==> src/rtl/bo_pkg.sv <==
// bo_pkg: shared encodings for the operative block (BO) of the 4-bit-state
// control FSM. The datapath, the FSM and the testbench import it so that
// every side decodes the M0/M1/M2 selects the same way.
//
// Contents:
//   OPA_*  operand-A select codes (M0)
//   OPB_*  operand-B select codes (M1)
//   ALU_*  ALU operation codes  (M2)
package bo_pkg;

    localparam logic [1:0] OPA_S = 2'b00;
    localparam logic [1:0] OPA_X = 2'b01;
    localparam logic [1:0] OPA_H = 2'b10;
    localparam logic [1:0] OPA_B = 2'b11;

    localparam logic [1:0] OPB_X   = 2'b00;
    localparam logic [1:0] OPB_ONE = 2'b01;
    localparam logic [1:0] OPB_H   = 2'b10;
    localparam logic [1:0] OPB_B   = 2'b11;

    localparam logic [1:0] ALU_ADD  = 2'b00;
    localparam logic [1:0] ALU_SUB  = 2'b01;
    localparam logic [1:0] ALU_PASS = 2'b10;
    localparam logic [1:0] ALU_CLR  = 2'b11;

endpackage

==> src/rtl/bo_alu.sv <==
// bo_alu: combinational ALU shared by the H and S registers.
//
// Ports:
//   i_a       operand A
//   i_b       operand B
//   i_op      operation (ALU_ADD / ALU_SUB / ALU_PASS / ALU_CLR)
//   o_result  result, modulo 2^WIDTH
//   o_carry   carry-out for add, borrow (i_a < i_b) for sub, 0 otherwise
module bo_alu
    import bo_pkg::*;
#(
    parameter int WIDTH = 8
) (
    input  logic [WIDTH-1:0] i_a,
    input  logic [WIDTH-1:0] i_b,
    input  logic [1:0]       i_op,
    output logic [WIDTH-1:0] o_result,
    output logic             o_carry
);

    // One extra bit holds carry-out for add; for sub the extra bit goes to 1
    // exactly when the unsigned subtraction borrows.
    logic [WIDTH:0] w_ext;

    always_comb begin
        w_ext    = '0;
        o_result = '0;
        o_carry  = 1'b0;
        case (i_op)
            ALU_ADD: begin
                w_ext    = {1'b0, i_a} + {1'b0, i_b};
                o_result = w_ext[WIDTH-1:0];
                o_carry  = w_ext[WIDTH];
            end
            ALU_SUB: begin
                w_ext    = {1'b0, i_a} - {1'b0, i_b};
                o_result = w_ext[WIDTH-1:0];
                o_carry  = w_ext[WIDTH];
            end
            ALU_PASS: begin
                o_result = i_a;
            end
            default: begin
                o_result = '0;
            end
        endcase
    end

endmodule

==> src/rtl/bo_datapath.sv <==
// bo_datapath: operative block for the control FSM. Holds X (operand),
// H (counter/accumulator) and S (result) around one shared ALU. All
// sequencing comes from the FSM strobes; this block has no state machine.
//
// Ports:
//   clk, rst        clock, synchronous active-high reset
//   H               FSM busy flag, delayed one cycle into PRONTO
//   LX, LH, LS      load strobes for X (from A_IN), Hreg and S (from ALU)
//   M0, M1, M2      operand-A select, operand-B select, ALU operation
//   A_IN, B_IN      external operands
//   ZERO            Hreg == 0, decoded straight from the register
//   RESULT          S register
//   PRONTO          registered ready flag (~H delayed one cycle)
//   OVF             sticky overflow/borrow flag, cleared by LX
module bo_datapath
    import bo_pkg::*;
#(
    parameter int WIDTH = 8
) (
    input  logic             clk,
    input  logic             rst,
    input  logic             H,
    input  logic             LX,
    input  logic             LH,
    input  logic             LS,
    input  logic [1:0]       M0,
    input  logic [1:0]       M1,
    input  logic [1:0]       M2,
    input  logic [WIDTH-1:0] A_IN,
    input  logic [WIDTH-1:0] B_IN,
    output logic             ZERO,
    output logic [WIDTH-1:0] RESULT,
    output logic             PRONTO,
    output logic             OVF
);

    logic [WIDTH-1:0] r_x;
    logic [WIDTH-1:0] r_h;
    logic [WIDTH-1:0] r_s;
    logic             r_pronto;
    logic             r_ovf;

    logic [WIDTH-1:0] w_opa;
    logic [WIDTH-1:0] w_opb;
    logic [WIDTH-1:0] w_alu_result;
    logic             w_alu_carry;

    always_comb begin
        w_opa = '0;
        case (M0)
            OPA_S:   w_opa = r_s;
            OPA_X:   w_opa = r_x;
            OPA_H:   w_opa = r_h;
            default: w_opa = B_IN;
        endcase
    end

    always_comb begin
        w_opb = '0;
        case (M1)
            OPB_X:   w_opb = r_x;
            OPB_ONE: w_opb = WIDTH'(1);
            OPB_H:   w_opb = r_h;
            default: w_opb = B_IN;
        endcase
    end

    bo_alu #(.WIDTH(WIDTH)) u_alu (
        .i_a      (w_opa),
        .i_b      (w_opb),
        .i_op     (M2),
        .o_result (w_alu_result),
        .o_carry  (w_alu_carry)
    );

    // The ALU always sees pre-edge X, so LX alongside LH/LS uses the old X.
    always_ff @(posedge clk) begin
        if (rst) begin
            r_x      <= '0;
            r_h      <= '0;
            r_s      <= '0;
            r_pronto <= 1'b0;
            r_ovf    <= 1'b0;
        end else begin
            if (LX) r_x <= A_IN;
            if (LH) r_h <= w_alu_result;
            if (LS) r_s <= w_alu_result;
            r_pronto <= ~H;
            // A new operation (LX) clears the flag even if this same edge
            // overflows.
            if (LX)
                r_ovf <= 1'b0;
            else if ((LH | LS) && w_alu_carry)
                r_ovf <= 1'b1;
        end
    end

    assign ZERO   = (r_h == '0);
    assign RESULT = r_s;
    assign PRONTO = r_pronto;
    assign OVF    = r_ovf;

endmodule

==> config.mk <==
export PLATFORM = sky130hd
export DESIGN_NAME = bo_datapath
export DESIGN_NICKNAME = d
export VERILOG_FILES = /design/src/rtl/bo_pkg.sv /design/src/rtl/bo_alu.sv /design/src/rtl/bo_datapath.sv
export SDC_FILE = /design/constraint.sdc
export NUM_CORES = 1
export LEC_CHECK = 0
export BUFFER_PORTS_ARGS = -buffer_cell sky130_fd_sc_hd__buf_2
export CAP_MARGIN = 10
export CORE_ASPECT_RATIO = 0.8
export CORE_UTILIZATION = 54
export CTS_CLUSTER_DIAMETER = 30
export DETAILED_ROUTE_END_ITERATION = 8
export PLACE_DENSITY_LB_ADDON = 0.15
export SYNTH_ARGS = -nofsm -noshare
export SYNTH_HDL_FRONTEND = slang
export SYNTH_HIERARCHICAL = 1
export SYNTH_SLANG_ARGS = --single-unit
==> constraint.sdc <==
create_clock -name clk -period 5.55 [get_ports clk]
set_input_delay 0.2775 -clock clk [delete_from_list [all_inputs] [get_ports clk]]
set_output_delay 0.2775 -clock clk [all_outputs]
set_load 0.01 [all_outputs]
### Word level (Yosys, flattened, before mapping)

Cells that the tools add are included.

| storage, ports and cells | value |
|---|---|
| output and inout bits | 11 |
| input port bits | 28 |
| logic and storage cells | 25 |
| bits in registers | 26 |

| operators by class | value |
|---|---|
| mux-type cells | 4 |
| add/subtract/negate cells | 2 |
| equality and inequality tests | 6 |
| reductions and logical operators | 6 |
| bitwise gates (word level) | 2 |

Operators by type and width:

| kind | number |
|---|---|
| $pmux 8 s3 | 3 |
| $add 8x8->9 | 1 |
| $sub 8x8->9 | 1 |
| $logic_not 8->1 | 1 |
| $eq 2x1->1 const B | 3 |
| $eq 2x2->1 const B | 3 |
| $logic_not 2->1 | 3 |
| $pmux 1 s2 | 1 |
| $reduce_or 2->1 | 1 |
| $logic_and 1x1->1 | 1 |
| $not 1->1 | 1 |
| $or 1x1->1 | 1 |

### Longest topological paths before layout

Gate-level depths: netlist of the first run.

| depth | value |
|---|---|
| depth after elaboration | 5 |
| mapped depth | 13 |

### Cells and area by module

Netlist of the first run, hierarchy kept.

By module, submodules not included:

| module | instances | cells an instance | area an instance (µm²) |
|---|---|---|---|
| bo_datapath | 1 | 117 | 1302.5 |
| bo_alu | 1 | 121 | 868.3 |

### Least setup slack after synthesis of the first run

OpenSTA, ideal clock, no wires.

| path | value |
|---|---|
| path kind | in2reg |
| start point | in M0[1] |
| end point | reg r_s[6] (netlist: RESULT[6]) |
| setup time | 128 ps |
| stages | 11 |
| data arrival time | 2730 ps |
| slack | 2692 ps |
| required time | 5422 ps |
| cell sequence | buf_4 mux4_2 ha_1 fa_1 nor3b_2 nor3_1 o31ai_2 xnor2_1 a221o_1 mux2i_1 nor2_1 |

| between the ends | value |
|---|---|
| word-level cells in the longest chain between the ends | 4 |

Ends and longest elaborated chain:

| element | RTL line | source |
|---|---|---|
| start, declared | bo_datapath.sv:26 | `input logic [1:0] M0,` |
| $eq 2x2->1 (tied with other cells) | bo_datapath.sv:50 | `case (M0)` |
| $pmux 8 s3 (*) | bo_datapath.sv:50 |  |
| net w_opa[0] | bo_datapath.sv:43 | `logic [WIDTH-1:0] w_opa;` |
| $sub 8x8->9 / $add 8x8->9 (equally long branches) | bo_alu.sv:36, bo_alu.sv:31 |  |
| $pmux 8 s3 (*) | bo_alu.sv:29 | `case (i_op)` |
| net w_alu_result[6] | bo_datapath.sv:45 | `logic [WIDTH-1:0] w_alu_result;` |
| end signal, assigned | bo_datapath.sv:87 | `if (LS) r_s <= w_alu_result;` |
| end, declared | bo_datapath.sv:39 | `logic [WIDTH-1:0] r_s;` |

The timed path passes the listed nets; every way through them passes the cells marked *.
A chain may end at the register's enable or synchronous reset.

### Worst setup path after layout of the first run

| path | value |
|---|---|
| start point | reg r_h[0] |
| end point | reg r_h[6] |

| between the ends | value |
|---|---|
| word-level cells in the longest chain between the ends | 3 |

Ends and longest elaborated chain:

| element | RTL line | source |
|---|---|---|
| start, declared | bo_datapath.sv:38 | `logic [WIDTH-1:0] r_h;` |
| start signal, assigned | bo_datapath.sv:86 | `if (LH) r_h <= w_alu_result;` |
| $pmux 8 s3 (*) | bo_datapath.sv:50 |  |
| net w_opa[0] | bo_datapath.sv:43 |  |
| $sub 8x8->9 / $add 8x8->9 (equally long branches) | bo_alu.sv:36, bo_alu.sv:31 |  |
| $pmux 8 s3 (*) | bo_alu.sv:29 |  |
| net w_alu_result[6] | bo_datapath.sv:45 |  |

Marks and branches as above.

==> impl_results.md, run 1 <==
- Mapped Cells: 238
- Syn_nets: 285
- Post CTS Setup Buffer Count: 0
- Seq pwr share: 40.0%
- Critical path startpoint category: flip-flop
- TNS Setup: 0 ps
- Logic pwr share: 41.1%
- Max Slew Vio Count: 0
- Post-CTS Resized: 0
- GP Congestion: 0.961
- EDFF count, synth: 0
- Pre-CTS WS: 2420 ps
- Antenna viol nets, final: 0
- Pwr/cell area: 230 mW/mm²
- Worst min-delay path category: primary input to flip-flop
- Clock transition at the registers of the reported paths: 80 ps
- Prevailing post-synth register cell: dfxtp_1
- Register bit count reported by yosys: 26
- Share of the yosys chip area belonging to registers: 24.0%
- Fraction of layout cells with a size suffix above 1: 24.1%
- Clock sink count: 26
- Sw frac: 35.2%
- Synth top area share: 24.0%
- CTS HTree Levels: 1
- Via density: 5.60
- Hold wc startpoint: H
- Crit path cell chain: mux4_2, ha_1, fa_1, nor3b_2, nor3_1, o31ai_2, xnor2_1, a221o_1, mux2i_1, nor2_1
- Period utilization: 52.9%
- FF-to-FF End: r_h[6]
- Syn. warnings: 6
- Origin of the critical flop-to-flop path: r_h[0]
- Switching power: 0.190 mW
- Max cap viols: 0
- Crit-path max FO: 4
- Port bufs: 38
- Final hold slack: 156 ps
- Area contributors post-synth: dfxtp_1 (24%), mux2i_1 (12%), ha_1 (9.8%)
- Layout net count: 310
- RSZ-0062 raised after global routing: false
- Area growth syn-to-layout: 8.47%
- Clock power frac: 19.0%
- Final setup viols: 0
- Via count: 1771
- Max incr delay on CP: 500 ps
- Worst-Skew Late Latency: 260 ps
- Slowest stage cell, crit path: mux4_2
- Synth Area per Inst: 9.12 µm²
- Critical Path AT: 3080 ps
- # diodes: 0
- Die Y: 58.7 µm
- Largest net degree at the start of global routing: 27
- Worst Tran Pin Value: 588 ps
- Die area: 0.00428 mm²
- Wire per inst: 15.2 µm
- Vias in the first global route: 1738
- WP data required: 5690 ps
- I/O pin count: 39
- Synth area leader: dfxtp_1
- Worst Setup End Kind: flip-flop
- F_max: 341 MHz
- Final Core Density: 61.5%
- Post-Syn Area: 0.00217 mm²
- Row cnt: 20
- CORE AREA: 0.00383 mm²
- GRT overflow: 0
- Int Pwr: 0.350 mW
- Bufs on Longest Clock Path: 2
- Die span in x: 72.9 µm
- # fillers: 343
- TritonCTS Buffers: 3
- Reg2reg setup slack: 2610 ps
- Asr flop ratio synth: 0%
- Drt drc: 0
- DR pass1 iterations: 5
- Gr usage total: 25.3%
- Final Hold Viols: 0
- Run status: finished clean
- Worst setup margin: 2610 ps
- Starting Density: 56.7%
- Hold buffers post-CTS: 0
- Hold Path End: PRONTO
- Hold Path Cell Cnt: 2
- Worst Skew: 2.85 ps
- Leak pwr: 1.09 nW
- HPWL after detailed placement: 3.93 mm
- WL final: 4.80 mm
- Worst vdd ir: 0.189 mV
- First-pass GRT wire length: 8.28 mm
- 1st-iter DRT viols: 77
- Fin crit period: 2940 ps
- Crit Path Class: flip-flop to flip-flop
- Clock Root Buffer: clkbuf_8
- Initial antenna violation count: 0
- Netlist cell types: 46
- Reg2reg path depth: 10
- CTS tree: done
- Relative slew margins: 60.7%
==> worst max-delay path by stage <==
stage	startpoint	to	depth (start not counted)
floorplan	M0[1]	RESULT[6]	11
finish	r_h[0]	r_h[6]	10
detailed placement	M1[0]	RESULT[5]	12
global route	r_h[0]	OVF	11
CTS	r_h[0]	RESULT[6]	10
global placement	M0[1]	RESULT[6]	11
==> per-layer routing <==
layer	track usage, %	up-vias	routed length [µm]
met4	6.16	0	21
li1	-	899	-
met1	38.1	817	2410
met2	39.4	53	2160
met5	0	-	0
met3	2.05	2	212
==> synthesized netlist by cell type (2+ instances only) <==
| library cell | n |
|---|---|
| buf_2 | 6 |
| clkbuf_1 | 5 |
| nand3_1 | 4 |
| buf_6 | 5 |
| a21o_1 | 2 |
| mux2i_1 | 27 |
| o22ai_1 | 3 |
| mux4_2 | 8 |
| o21ai_0 | 9 |
| dfxtp_1 | 26 |
| a211o_1 | 2 |
| a22oi_1 | 2 |
| fa_1 | 2 |
| a211oi_1 | 2 |
| ha_1 | 17 |
| a21oi_1 | 9 |
| xnor2_1 | 4 |
| nor3_1 | 5 |
| or2_2 | 2 |
| mux2_2 | 7 |
| a221o_1 | 2 |
| inv_1 | 14 |
| nand2b_1 | 2 |
| or4_1 | 2 |
| o21a_1 | 2 |
| nor2_1 | 32 |
| nand2_1 | 9 |
| a22o_1 | 7 |
| nor2b_1 | 4 |
==> power groups by stage <==
stage               clock (mW)  sequential [mW]  combinational [mW]
finish                   0.102            0.216               0.222
CTS                      0.104            0.216               0.221
global placement             0            0.219               0.215
floorplan                    0            0.218               0.172
detailed placement           0            0.220               0.220
global route             0.111            0.218               0.248
==> area by class of cell <==
class | instances | area, µm² | area share, %
repair buffers | 38 | 190 | 8.08
inverters | 15 | 56.3 | 2.39
flip-flops and latches | 26 | 520 | 22.1
multi-input cells | 179 | 1480 | 62.8
clock buffers | 3 | 41.3 | 1.75
well taps | 55 | 68.8 | 2.92
==> cells in the final DEF, fill, tap and decap left out, types with 2 or more instances in the layout <==
| master | netlist | routed |
|---|---|---|
| a211o_1 | 2 | 2 |
| a211oi_1 | 2 | 2 |
| a21o_1 | 2 | 2 |
| a21oi_1 | 9 | 9 |
| a221o_1 | 2 | 2 |
| a22o_1 | 7 | 7 |
| a22oi_1 | 2 | 2 |
| buf_2 | 6 | 38 |
| clkbuf_8 | 0 | 3 |
| dfxtp_1 | 26 | 26 |
| fa_1 | 2 | 2 |
| ha_1 | 17 | 17 |
| inv_1 | 14 | 14 |
| mux2_2 | 7 | 7 |
| mux2i_1 | 27 | 27 |
| mux4_2 | 8 | 8 |
| nand2_1 | 9 | 9 |
| nand2b_1 | 2 | 2 |
| nand3_1 | 4 | 4 |
| nor2_1 | 32 | 32 |
| nor2b_1 | 4 | 4 |
| nor3_1 | 5 | 5 |
| o21a_1 | 2 | 2 |
| o21ai_0 | 9 | 9 |
| o22ai_1 | 3 | 3 |
| or2_2 | 2 | 2 |
| or4_1 | 2 | 2 |
| xnor2_1 | 4 | 4 |
==> kinds of logic (layout without fill, tap and decap cells) <==
group,Yosys count,after routing,share of synthesized area (%)
flip-flops,26,26,24.0
XOR/XNOR,4,4,1.61
adder cells (fa/ha/maj),19,19,11.6
AO/OA/AOI/OAI,46,46,15.4
buffers and inverters,33,56,7.95
AND/OR/NAND/NOR,68,68,15.0
multiplexers,42,42,24.4
==> registers in the layout (all words and copies together), names as in the netlist <==
name,flops
OVF,1
r_h,8
PRONTO,1
RESULT,8
r_x,8
==> critical path, delay by kind of cell (launching register included) <==
kind,cells,cell delay [ps]
AOI/OAI and AO/OA,2,500
DFF,1,360
muxes,2,640
adders and majority gates,2,620
xor gates and xnor gates,1,140
and+or+nand+nor,3,560
==> through the flow <==
step	std cells	power, mW	area, µm²
after detailed placement	313	0.440	2310
final	316	0.540	2350
after global placement	313	0.435	2310
after CTS	316	0.540	2350
after floorplan	238	0.390	2170
after global routing	316	0.578	2350
(Power assumes the default switching activity.)
==> run 2, diff against run 1 <==
- CORE_UTILIZATION: 54 -> 51
- clock period: 5.55 -> 2.7 ns (I/O delays scaled with it)
==> run 2 against run 1 <==
Against the previous run:
- the flow now finishes with violations (setup timing)
- critical path type unchanged
- sequential cell count unchanged
- sequential power increased by 100%
- sequential share of layout area decreased by 3.4 points
- via count increased by 12%
- critical path depth increased by 3
==> impl_results.md, run 2 (synthesis gave the netlist of run 1 again) <==
- Via count: 1981 (+12%)
- Sw frac: 35.0% (-0.23 points)
- HPWL after detailed placement: 4.42 mm (+12%)
- F_max: 366 MHz (+7.5%)
- Worst min-delay path category: primary input to flip-flop
- Wire per inst: 15.9 µm (+4.6%)
- Worst Skew: 7.31 ps (+4.46 ps)
- Vias in the first global route: 1762 (+1.4%)
- Antenna viol nets, final: 0 (unchanged)
- Port bufs: 38 (unchanged)
- Failing checks: setup timing
- Commonest non-fill, non-tap cells in the layout: buf_2 (38), buf_4 (38), nor2_1 (32)
- WP data required: 2860 ps (-2830 ps)
- I/O pin count: 39 (unchanged)
- Worst setup margin: -29.5 ps (-2640 ps)
- Bufs on Longest Clock Path: 2 (unchanged)
- Relative slew margins: 59.8% (-0.96 points)
- Die span in x: 74.9 µm (+2.8%)
- CTS tree: done
- DR pass1 iterations: 4 (-1)
- Switching power: 0.458 mW (+140%)
- RSZ-0062 raised after global routing: true
- TritonCTS Buffers: 3 (unchanged)
- Critical Path AT: 2880 ps (-200 ps)
- Largest net degree at the start of global routing: 27 (unchanged)
- 1st-iter DRT viols: 160 (+110%)
- Pwr/cell area: 466 mW/mm² (+100%)
- Finished Cell Area: 0.00280 mm² (+19%)
- Clock Root Buffer: clkbuf_8
- Max Slew Vio Count: 0 (unchanged)
- Die Y: 60.4 µm (+2.8%)
- CTS HTree Levels: 1 (unchanged)
- Gr usage total: 26.8% (+1.5 points)
- Int Pwr: 0.850 mW (+140%)
- Final Core Density: 71.4% (+9.9 points)
- Final setup viols: 2 (+2)
- Via density: 5.53 (-1.3%)
- Run status: complete, but fails checks
- Leak pwr: 1.32 nW (+22%)
- Clock sink count: 26 (unchanged)
- Clock power frac: 19.8% (+0.8 points)
- GP Congestion: 0.871 (-9.4%)
- Row cnt: 20 (unchanged)
- CORE AREA: 0.00393 mm² (+2.6%)
- Seq pwr share: 33.8% (-6.2 points)
- Starting Density: 55.3% (-1.4 points)
- Period utilization: 101% (+48 points)
- First-pass GRT wire length: 8.83 mm (+6.7%)
- Crit Path Class: flip-flop to flip-flop
- Drt drc: 0 (unchanged)
- Die area: 0.00452 mm² (+5.7%)
- Max cap viols: 0 (unchanged)
- Area growth syn-to-layout: 29.2%
- Fraction of layout cells with a size suffix above 1: 41.6% (+17 points)
- Placed inst area: 0.00262 mm² (+13%)
- Fin crit period: 2730 ps (-206 ps)
- # fillers: 325 (-5.2%)
- GRT overflow: 0 (unchanged)
- Final Hold Viols: 0 (unchanged)
- # diodes: 0 (unchanged)
- Worst-Skew Late Latency: 280 ps (+20 ps)
- Worst Tran Pin Value: 602 ps (+14.3 ps)
- Critical path startpoint category: flip-flop
- WL final: 5.69 mm (+18%)
- Initial antenna violation count: 0 (unchanged)
- Crit-path max FO: 3 (-1)
- Clock transition at the registers of the reported paths: 90 ps (about the same)
- Layout net count: 351 (+13%)
- Worst vdd ir: 0.338 mV (+79%)
- Logic pwr share: 46.5% (+5.4 points)
- Worst Setup End Kind: flip-flop
==> run 2: changes by cell type in the layout (fill, tap and decap cells not counted), moves of 3 or more <==
cell / delta
buf_4: +38
dfxtp_1: -4
dfxtp_2: +4
ha_4: +4
o21ai_0: -3
a21oi_2: +3
a21oi_1: -3
ha_1: -5
==> run 2: power groups by stage <==
stage	registers, mW	logic [mW]	clock network [mW]
2_1_floorplan	0.447	0.355	0
3_3_place_gp	0.447	0.533	0
3_5_place_dp	0.448	0.542	0
4_1_cts	0.440	0.559	0.262
5_1_grt	0.445	0.656	0.279
6_report	0.442	0.608	0.258
==> run 2: path summary, 6_finish.rpt <==
path | from | end | cells past startpoint | slack, ps
max | r_x[0] | RESULT[4] | 13 | -30
min | A_IN[3] | r_x[3] | 3 | 80
min reg2reg | OVF | OVF | 2 | 460
max reg2reg | r_x[0] | RESULT[4] | 13 | -30
==> run 2: what timing repair did <==
item	in CTS	in global routing
pin swaps	5	5
hold endpoints to repair	1	0
setup endpoints to repair	6	10
buffers inserted	0	3
gates resized for setup	12	18
hold buffers	1	0
==> run 2: final cells by class <==
type / count / area, µm² / share of cell area (%)
Sequential cell: 26 / 526 / 18.7
Clock buffer: 4 / 55.1 / 1.96
Inverter: 15 / 56.3 / 2.01
Tap cell: 55 / 68.8 / 2.45
Multi-Input combinational cell: 179 / 1580 / 56.4
Timing Repair Buffer: 79 / 517 / 18.4
==> run 2: through the flow <==
stage / worst slack [ps] / cells / TNS (ps) / power (mW) / hold WS (ps)
after global routing: -130 / 358 / -484 / 1.38 / 82.2
after floorplan: 62.6 / 238 / 0 / 0.802 / 207
after global placement: -132 / 351 / -463 / 0.981 / 291
final: -29.5 / 358 / -56.2 / 1.31 / 84.1
after CTS: -3.32 / 356 / -3.32 / 1.26 / 84.4
after detailed placement: -131 / 351 / -621 / 0.991 / 294
==> run 2: worst max-delay path, cell delays in order (launching register included) <==
cell and delay [ps]:
dfxtp_2 340, mux4_2 520, inv_2 110, ha_4 130, inv_2 30, fa_2 360
buf_6 140, a21o_1 170, a21oi_2 160, xnor2_1 80, mux2i_1 250, o21ai_2 110
mux2i_1 150, nor2_1 60
==> run 2: routing by layer <==
| metal | routed length, µm | up-vias | share of wire, % | GRT usage, % |
|---|---|---|---|---|
| met2 | 2500 | 61 | 44 | 40.4 |
| met3 | 343 | 5 | 6.0 | 4.82 |
| met4 | 39 | 0 | 0.69 | 4.85 |
| li1 | - | 986 | - | - |
| met5 | 0 | - | 0 | 0 |
| met1 | 2810 | 929 | 49 | 40.5 |
